<file path="src/rtl/ctrl_write_rtc_pkg.sv">
// Shared definitions for the RTC write controller: state encoding, the bus
// output bundle with its idle value, and default timing.
package ctrl_write_rtc_pkg;

  localparam int T_PHASE_DEFAULT = 4;
  localparam int CNT_W           = 8;

  localparam logic [3:0] ST_IDLE     = 4'd0;
  localparam logic [3:0] ST_A_SETUP  = 4'd1;
  localparam logic [3:0] ST_A_STROBE = 4'd2;
  localparam logic [3:0] ST_A_HOLD   = 4'd3;
  localparam logic [3:0] ST_GAP      = 4'd4;
  localparam logic [3:0] ST_D_SETUP  = 4'd5;
  localparam logic [3:0] ST_D_STROBE = 4'd6;
  localparam logic [3:0] ST_D_HOLD   = 4'd7;
  localparam logic [3:0] ST_DONE     = 4'd8;

  typedef enum logic [3:0] {
    IDLE     = ST_IDLE,
    A_SETUP  = ST_A_SETUP,
    A_STROBE = ST_A_STROBE,
    A_HOLD   = ST_A_HOLD,
    GAP      = ST_GAP,
    D_SETUP  = ST_D_SETUP,
    D_STROBE = ST_D_STROBE,
    D_HOLD   = ST_D_HOLD,
    DONE     = ST_DONE
  } state_t;

  typedef struct packed {
    logic       cs;
    logic       wr;
    logic       rd;
    logic       ad;
    logic       oe;
    logic [7:0] dato;
  } bus_out_t;

  localparam bus_out_t IDLE_OUT = '{cs: 1'b1, wr: 1'b1, rd: 1'b1, ad: 1'b1,
                                    oe: 1'b0, dato: 8'h00};

  // Bus pins as they must appear while the FSM sits in state s.
  function automatic bus_out_t bus_out_for(input state_t s,
                                           input logic [7:0] addr,
                                           input logic [7:0] data);
    bus_out_t o;
    case (s)
      A_SETUP, A_HOLD: o = '{cs: 1'b0, wr: 1'b1, rd: 1'b1, ad: 1'b0, oe: 1'b1, dato: addr};
      A_STROBE:        o = '{cs: 1'b0, wr: 1'b0, rd: 1'b1, ad: 1'b0, oe: 1'b1, dato: addr};
      D_SETUP, D_HOLD: o = '{cs: 1'b0, wr: 1'b1, rd: 1'b1, ad: 1'b1, oe: 1'b1, dato: data};
      D_STROBE:        o = '{cs: 1'b0, wr: 1'b0, rd: 1'b1, ad: 1'b1, oe: 1'b1, dato: data};
      default:         o = IDLE_OUT;
    endcase
    return o;
  endfunction

endpackage

</file>
<file path="src/rtl/ctrl_write_rtc_if.sv">
// Request and RTC-bus bundle of the write controller; master issues writes,
// slave is the controller driving the RTC pins.
interface ctrl_write_rtc_if;
  logic       start;
  logic [7:0] addr_in;
  logic [7:0] data_in;
  logic       ad_w;
  logic       cs_w;
  logic       wr_w;
  logic       rd_w;
  logic [7:0] dato_out;
  logic       bus_oe;
  logic       busy;
  logic       done;

  modport master (
    output start, addr_in, data_in,
    input  ad_w, cs_w, wr_w, rd_w, dato_out, bus_oe, busy, done
  );

  modport slave (
    input  start, addr_in, data_in,
    output ad_w, cs_w, wr_w, rd_w, dato_out, bus_oe, busy, done
  );
endinterface

</file>
<file path="src/rtl/ctrl_write_rtc_fsm.sv">
// Sequencer for one RTC register write: address phase, gap, data phase, done.
// Every pin is registered together with the state it belongs to.
module ctrl_write_rtc_fsm
  import ctrl_write_rtc_pkg::*;
#(
  parameter int T_PHASE = T_PHASE_DEFAULT
) (
  input  logic             clk,
  input  logic             reset,
  ctrl_write_rtc_if.slave  bus
);

  localparam logic [CNT_W-1:0] LEN = CNT_W'(T_PHASE);

  state_t     state, state_nxt;
  logic [7:0] addr_q, data_q;
  logic [7:0] addr_sel, data_sel;
  bus_out_t   out_q;
  logic       busy_q, done_q;
  logic       advance, last;

  phase_cnt u_phase (
    .clk   (clk),
    .reset (reset),
    .load  (advance),
    .len   (LEN),
    .last  (last)
  );

  always_comb begin
    // NOTE: every output of this block gets a value before the case, so no path leaves one held (no latch).
    advance   = 1'b0;
    state_nxt = state;
    case (state)
      IDLE:    advance = bus.start;
      DONE:    advance = 1'b1;
      default: advance = last;
    endcase
    if (advance) state_nxt = (state == DONE) ? IDLE : state_t'(state + 4'd1);
  end

  // The accepting edge loads the pins from the live inputs; later phases use the latched copy.
  assign addr_sel = (state == IDLE) ? bus.addr_in : addr_q;
  assign data_sel = (state == IDLE) ? bus.data_in : data_q;

  always_ff @(posedge clk or posedge reset) begin
    // NOTE: non-blocking updates make all registers see pre-edge values, independent of statement order.
    if (reset) begin
      state  <= IDLE;
      addr_q <= 8'h00;
      data_q <= 8'h00;
      out_q  <= IDLE_OUT;
      busy_q <= 1'b0;
      done_q <= 1'b0;
    end else if (advance) begin
      state  <= state_nxt;
      out_q  <= bus_out_for(state_nxt, addr_sel, data_sel);
      busy_q <= (state_nxt != IDLE);
      done_q <= (state_nxt == DONE);
      if (state == IDLE) begin
        addr_q <= bus.addr_in;
        data_q <= bus.data_in;
      end
    end
  end

  assign bus.cs_w     = out_q.cs;
  assign bus.wr_w     = out_q.wr;
  assign bus.rd_w     = out_q.rd;
  assign bus.ad_w     = out_q.ad;
  assign bus.bus_oe   = out_q.oe;
  assign bus.dato_out = out_q.dato;
  assign bus.busy     = busy_q;
  assign bus.done     = done_q;

endmodule

</file>
<file path="src/rtl/ctrl_write_rtc_phase_cnt.sv">
// Phase timer: reloads to len-1 on load and counts down; last marks the
// final cycle of the current phase.
module phase_cnt
  import ctrl_write_rtc_pkg::*;
(
  input  logic             clk,
  input  logic             reset,
  input  logic             load,
  input  logic [CNT_W-1:0] len,
  output logic             last
);

  logic [CNT_W-1:0] cnt;

  always_ff @(posedge clk or posedge reset) begin
    if (reset)             cnt <= '0;
    else if (load)         cnt <= len - CNT_W'(1);
    else if (cnt != '0)    cnt <= cnt - CNT_W'(1);
  end

  assign last = (cnt == '0);

endmodule

</file>
<file path="src/rtl/ctrl_write_rtc.sv">
// RTC register write controller: pin-level wrapper around the sequencer,
// exposing the RTC strobes and AD bus drive as plain ports.
module ctrl_write_rtc
  import ctrl_write_rtc_pkg::*;
#(
  parameter int T_PHASE = T_PHASE_DEFAULT
) (
  input  logic       clk,
  input  logic       reset,
  input  logic       start,
  input  logic [7:0] addr_in,
  input  logic [7:0] data_in,
  output logic       AD_W,
  output logic       CS_W,
  output logic       WR_W,
  output logic       RD_W,
  output logic [7:0] dato_out,
  output logic       bus_oe,
  output logic       busy,
  output logic       done
);

  ctrl_write_rtc_if bus ();

  assign bus.start   = start;
  assign bus.addr_in = addr_in;
  assign bus.data_in = data_in;

  ctrl_write_rtc_fsm #(.T_PHASE(T_PHASE)) u_fsm (
    .clk   (clk),
    .reset (reset),
    .bus   (bus)
  );

  assign AD_W     = bus.ad_w;
  assign CS_W     = bus.cs_w;
  assign WR_W     = bus.wr_w;
  assign RD_W     = bus.rd_w;
  assign dato_out = bus.dato_out;
  assign bus_oe   = bus.bus_oe;
  assign busy     = bus.busy;
  assign done     = bus.done;

endmodule

</file>
<file path="config.mk">
export PLATFORM = sky130hd
export DESIGN_NAME = ctrl_write_rtc
export DESIGN_NICKNAME = d
export VERILOG_FILES = /design/src/rtl/ctrl_write_rtc_pkg.sv /design/src/rtl/ctrl_write_rtc_if.sv /design/src/rtl/ctrl_write_rtc_fsm.sv /design/src/rtl/ctrl_write_rtc_phase_cnt.sv /design/src/rtl/ctrl_write_rtc.sv
export SDC_FILE = /design/constraint.sdc
export NUM_CORES = 1
export LEC_CHECK = 0
export BUFFER_PORTS_ARGS = -buffer_cell sky130_fd_sc_hd__buf_4
export CELL_PAD_IN_SITES_DETAIL_PLACEMENT = 1
export CELL_PAD_IN_SITES_GLOBAL_PLACEMENT = 1
export CORE_MARGIN = 4
export CORE_UTILIZATION = 48
export DETAILED_ROUTE_END_ITERATION = 16
export GPL_ROUTABILITY_DRIVEN = 0
export PLACE_DENSITY_LB_ADDON = 0.1
export SYNTH_ARGS = -nofsm -noshare
export SYNTH_HDL_FRONTEND = slang
export SYNTH_SLANG_ARGS = --single-unit
</file>
<file path="constraint.sdc">
create_clock -name clk -period 4.75 [get_ports clk]
set_clock_uncertainty 0.1 [all_clocks]
set_input_delay 0.475 -clock clk [delete_from_list [all_inputs] [get_ports clk]]
set_output_delay 0.475 -clock clk [all_outputs]
set_load 0.02 [all_outputs]
</file>
==> impl_metrics.ini <==
[setup_path]
ff2ff_path_depth = 7
crit_chain = inv_1, ha_1, or4b_4, nor3_1, o21ai_0, a31oi_2, a22o_2
critPathArrivalTime_ps = 3110
reg2reg_from = u_fsm.u_phase.cnt[0]
crit_path_max_incr_delay_ps = 650
r2r_slack_ps = 1770
slowest_stage = a31oi_2
r2r-end = u_fsm.bus.dato_out[5]
startpoint_type = register
crit_type = reg -> reg
cp_max_fo = 12
cp-end-kind = register
crit_required_ps = 4890

[placement]
portBuffers = 32
dp_hpwl_um = 3690
dp_cells = 256

[sta]
drv_slew = 0
fin_crit_sh = 0.626
hold_viol = 0
final-setup-viol-count = 0
worstMarginPinSlew_ps = 1170
tns_ps = 0
fmaxAchievable_ghz = 0.336
rsz0062_at_grt = no
period_needed_ps = 2980
max_slew_margin = 0.216

[clock_tree]
postCtsSetupBuffers = 0
htreeDepth = 2
clk_pin_slew_ps = 90
cts_tree = done
cts_root_buf = clkbuf_8
clockBufferDepth = 2
insertion_delay_ps = 300
cts_sinks = 42
cts_buffers = 5
cts_resized = 0
ctsHoldBuffers = 0

[drt]
ant_nets = 0
num_vias = 1542
drc_errors = 0
first_pass_iters = 4
wl_met1_um = 2200
wl_met2_um = 2760
top_layer_used = met4
drt-total-wl_um = 5220
first_iter_violations = 51
wl_met3_um = 160
wl_per_cell_um = 19.8
viasPerCell = 5.84

[floorplan]
dieArea_um2 = 5580
die_h_um = 74.7
start_util = 0.515
ioPinCount = 34
die_w_um = 74.7
coreArea_um2 = 4140
placement_rows = 23

[global_route]
grt_pass1_vias = 1734
grt_pass1_wl_um = 8720
track_usage = 0.212
grt_max_degree = 43
overflow = 0
antenna_found_initial = 0

[layout]
layout-drive-gt1-share = 0.355
nFillCells = 425
stdcell_count = 264
synthToLayoutAreaGrowth_pct = 19.4
n_antenna_cell = 0
nets = 236

[synth]
ys_types = 43
synth-main-ff-cell = dfrtp_1
synthArstFlopShare = 1.00
ys_ff_latch = 42
avgSynthCellArea_um2 = 11.8
syn-num-nets = 204
synth_top_area_share = 0.457
syn_inst = 181
syn_area_um2 = 2140
ys_top_cells_by_count = 39 x dfrtp_1, 18 x nor2_1, 15 x mux2_2, 9 x a21oi_1, 9 x mux2i_1
ys_top_cells_by_area = dfrtp_1 46%, mux2_2 7.9%, mux4_2 5.3%
synth_top_area_cell = dfrtp_1
yosysSeqAreaShare = 0.494
synth.most_common_cell = dfrtp_1
synth_edf_count = 0
yosys_warnings = 0

[pwr]
pwr_density_cell_nw_per_um2 = 771
power.total_uw = 1970
ir_worst_vdd_mv = 0.327
leakage_uw = 0.00113

[flow_run]
drv_cap = 0

[run_status]
run_status = completed

[hold_path]
hold_path_class = in -> async
[worst max-delay path: cells and delay by family, from the launching register on]
kind,cells,cell delay (ps)
AND/OR/NAND/NOR,2,890
AO/OA/AOI/OAI,3,1170
flip-flops,1,410
adder cells (fa/ha/maj),1,190
buffers and inverters,1,130
[routing by layer]
metal	global-route usage	up-vias
li1	-	709
met1	0.249	792
met2	0.383	29
met3	0.0414	12
met4	0.0771	0
met5	0	-
[power by group]
group | switching (uW) | internal (uW)
sequential | 118 | 527
clock | 129 | 224
combinational | 512 | 455
[metrics by stage]
stage          cell area (um2)  hold slack [ps]   util  setup slack [ps]
2_1_floorplan             2140              375      -              2250
3_3_place_gp              2410              363  0.581              1980
3_5_place_dp              2410              384  0.581              1860
4_1_cts                   2550              216  0.615              1760
5_1_grt                   2550              247  0.615              1520
6_report                  2550              200  0.615              1770
[kinds of logic (layout without fill, tap and decap cells)]
| kind of cell | Yosys count | count (layout) | synth area share |
|---|---|---|---|
| adders and majority gates | 4 | 4 | 0.0234 |
| and+or+nand+nor | 50 | 50 | 0.124 |
| DFF | 42 | 42 | 0.494 |
| other | 1 | 1 | 0.00176 |
| muxes | 29 | 29 | 0.174 |
| xor gates and xnor gates | 7 | 7 | 0.0287 |
| AOI/OAI and AO/OA | 31 | 31 | 0.114 |
| buffers and inverters | 17 | 50 | 0.0398 |
[sequential cells by signal, indices dropped and copies added, names as in the netlist]
name and cells:
u_fsm.addr_q 8, u_fsm.bus.dato_out 8, u_fsm.data_q 8, u_fsm.u_phase.cnt 8, u_fsm.state 4, u_fsm.bus.ad_w 1, u_fsm.bus.bus_oe 1, u_fsm.bus.busy 1
u_fsm.bus.cs_w 1, u_fsm.bus.done 1, u_fsm.bus.wr_w 1
[cell usage in the layout, fill, tap and decap left out, types with 2 or more instances in the layout]
cell type | synthesis | routed
dfrtp_1 | 39 | 39
buf_4 | 1 | 35
nor2_1 | 18 | 18
mux2_2 | 15 | 15
a21oi_1 | 9 | 9
mux2i_1 | 9 | 9
inv_1 | 7 | 7
nand2_1 | 6 | 6
a22o_1 | 6 | 6
clkbuf_8 | 0 | 6
xnor2_1 | 5 | 5
mux4_2 | 5 | 5
nor4_1 | 4 | 4
o21ai_0 | 4 | 4
ha_1 | 4 | 4
nor2b_1 | 3 | 3
or3_1 | 3 | 3
dfstp_2 | 3 | 3
nand2b_1 | 2 | 2
nor3_1 | 3 | 2
xor2_1 | 2 | 2
nand3_1 | 2 | 2
o31ai_1 | 2 | 2
a22o_2 | 2 | 2
nor4b_1 | 2 | 2
bufinv_16 | 0 | 2
[worst max path at each step]
stage	from	endpoint	slack, ps	cells after the start
finish	u_fsm.u_phase.cnt[0]	u_fsm.bus.dato_out[5]	1770	7
CTS	u_fsm.u_phase.cnt[0]	u_fsm.bus.dato_out[5]	1760	7
detailed placement	u_fsm.state[0]	u_fsm.bus.dato_out[5]	1860	8
global placement	u_fsm.u_phase.cnt[0]	u_fsm.bus.dato_out[5]	1980	7
floorplan	u_fsm.u_phase.cnt[0]	u_fsm.bus.dato_out[0]	2250	9
global route	u_fsm.u_phase.cnt[0]	u_fsm.bus.dato_out[5]	1520	7
[final cells by class]
| type | count | area (um2) | area share |
|---|---|---|---|
| flip-flops and latches | 42 | 1050 | 0.414 |
| multi-input cells | 122 | 1000 | 0.393 |
| inverters | 7 | 26.3 | 0.0103 |
| clock inverters | 2 | 60.1 | 0.0236 |
| repair buffers | 35 | 263 | 0.103 |
| well taps | 50 | 62.6 | 0.0245 |
| clock buffers | 6 | 82.6 | 0.0324 |
Note: power is estimated with default switching activity, not from simulation.
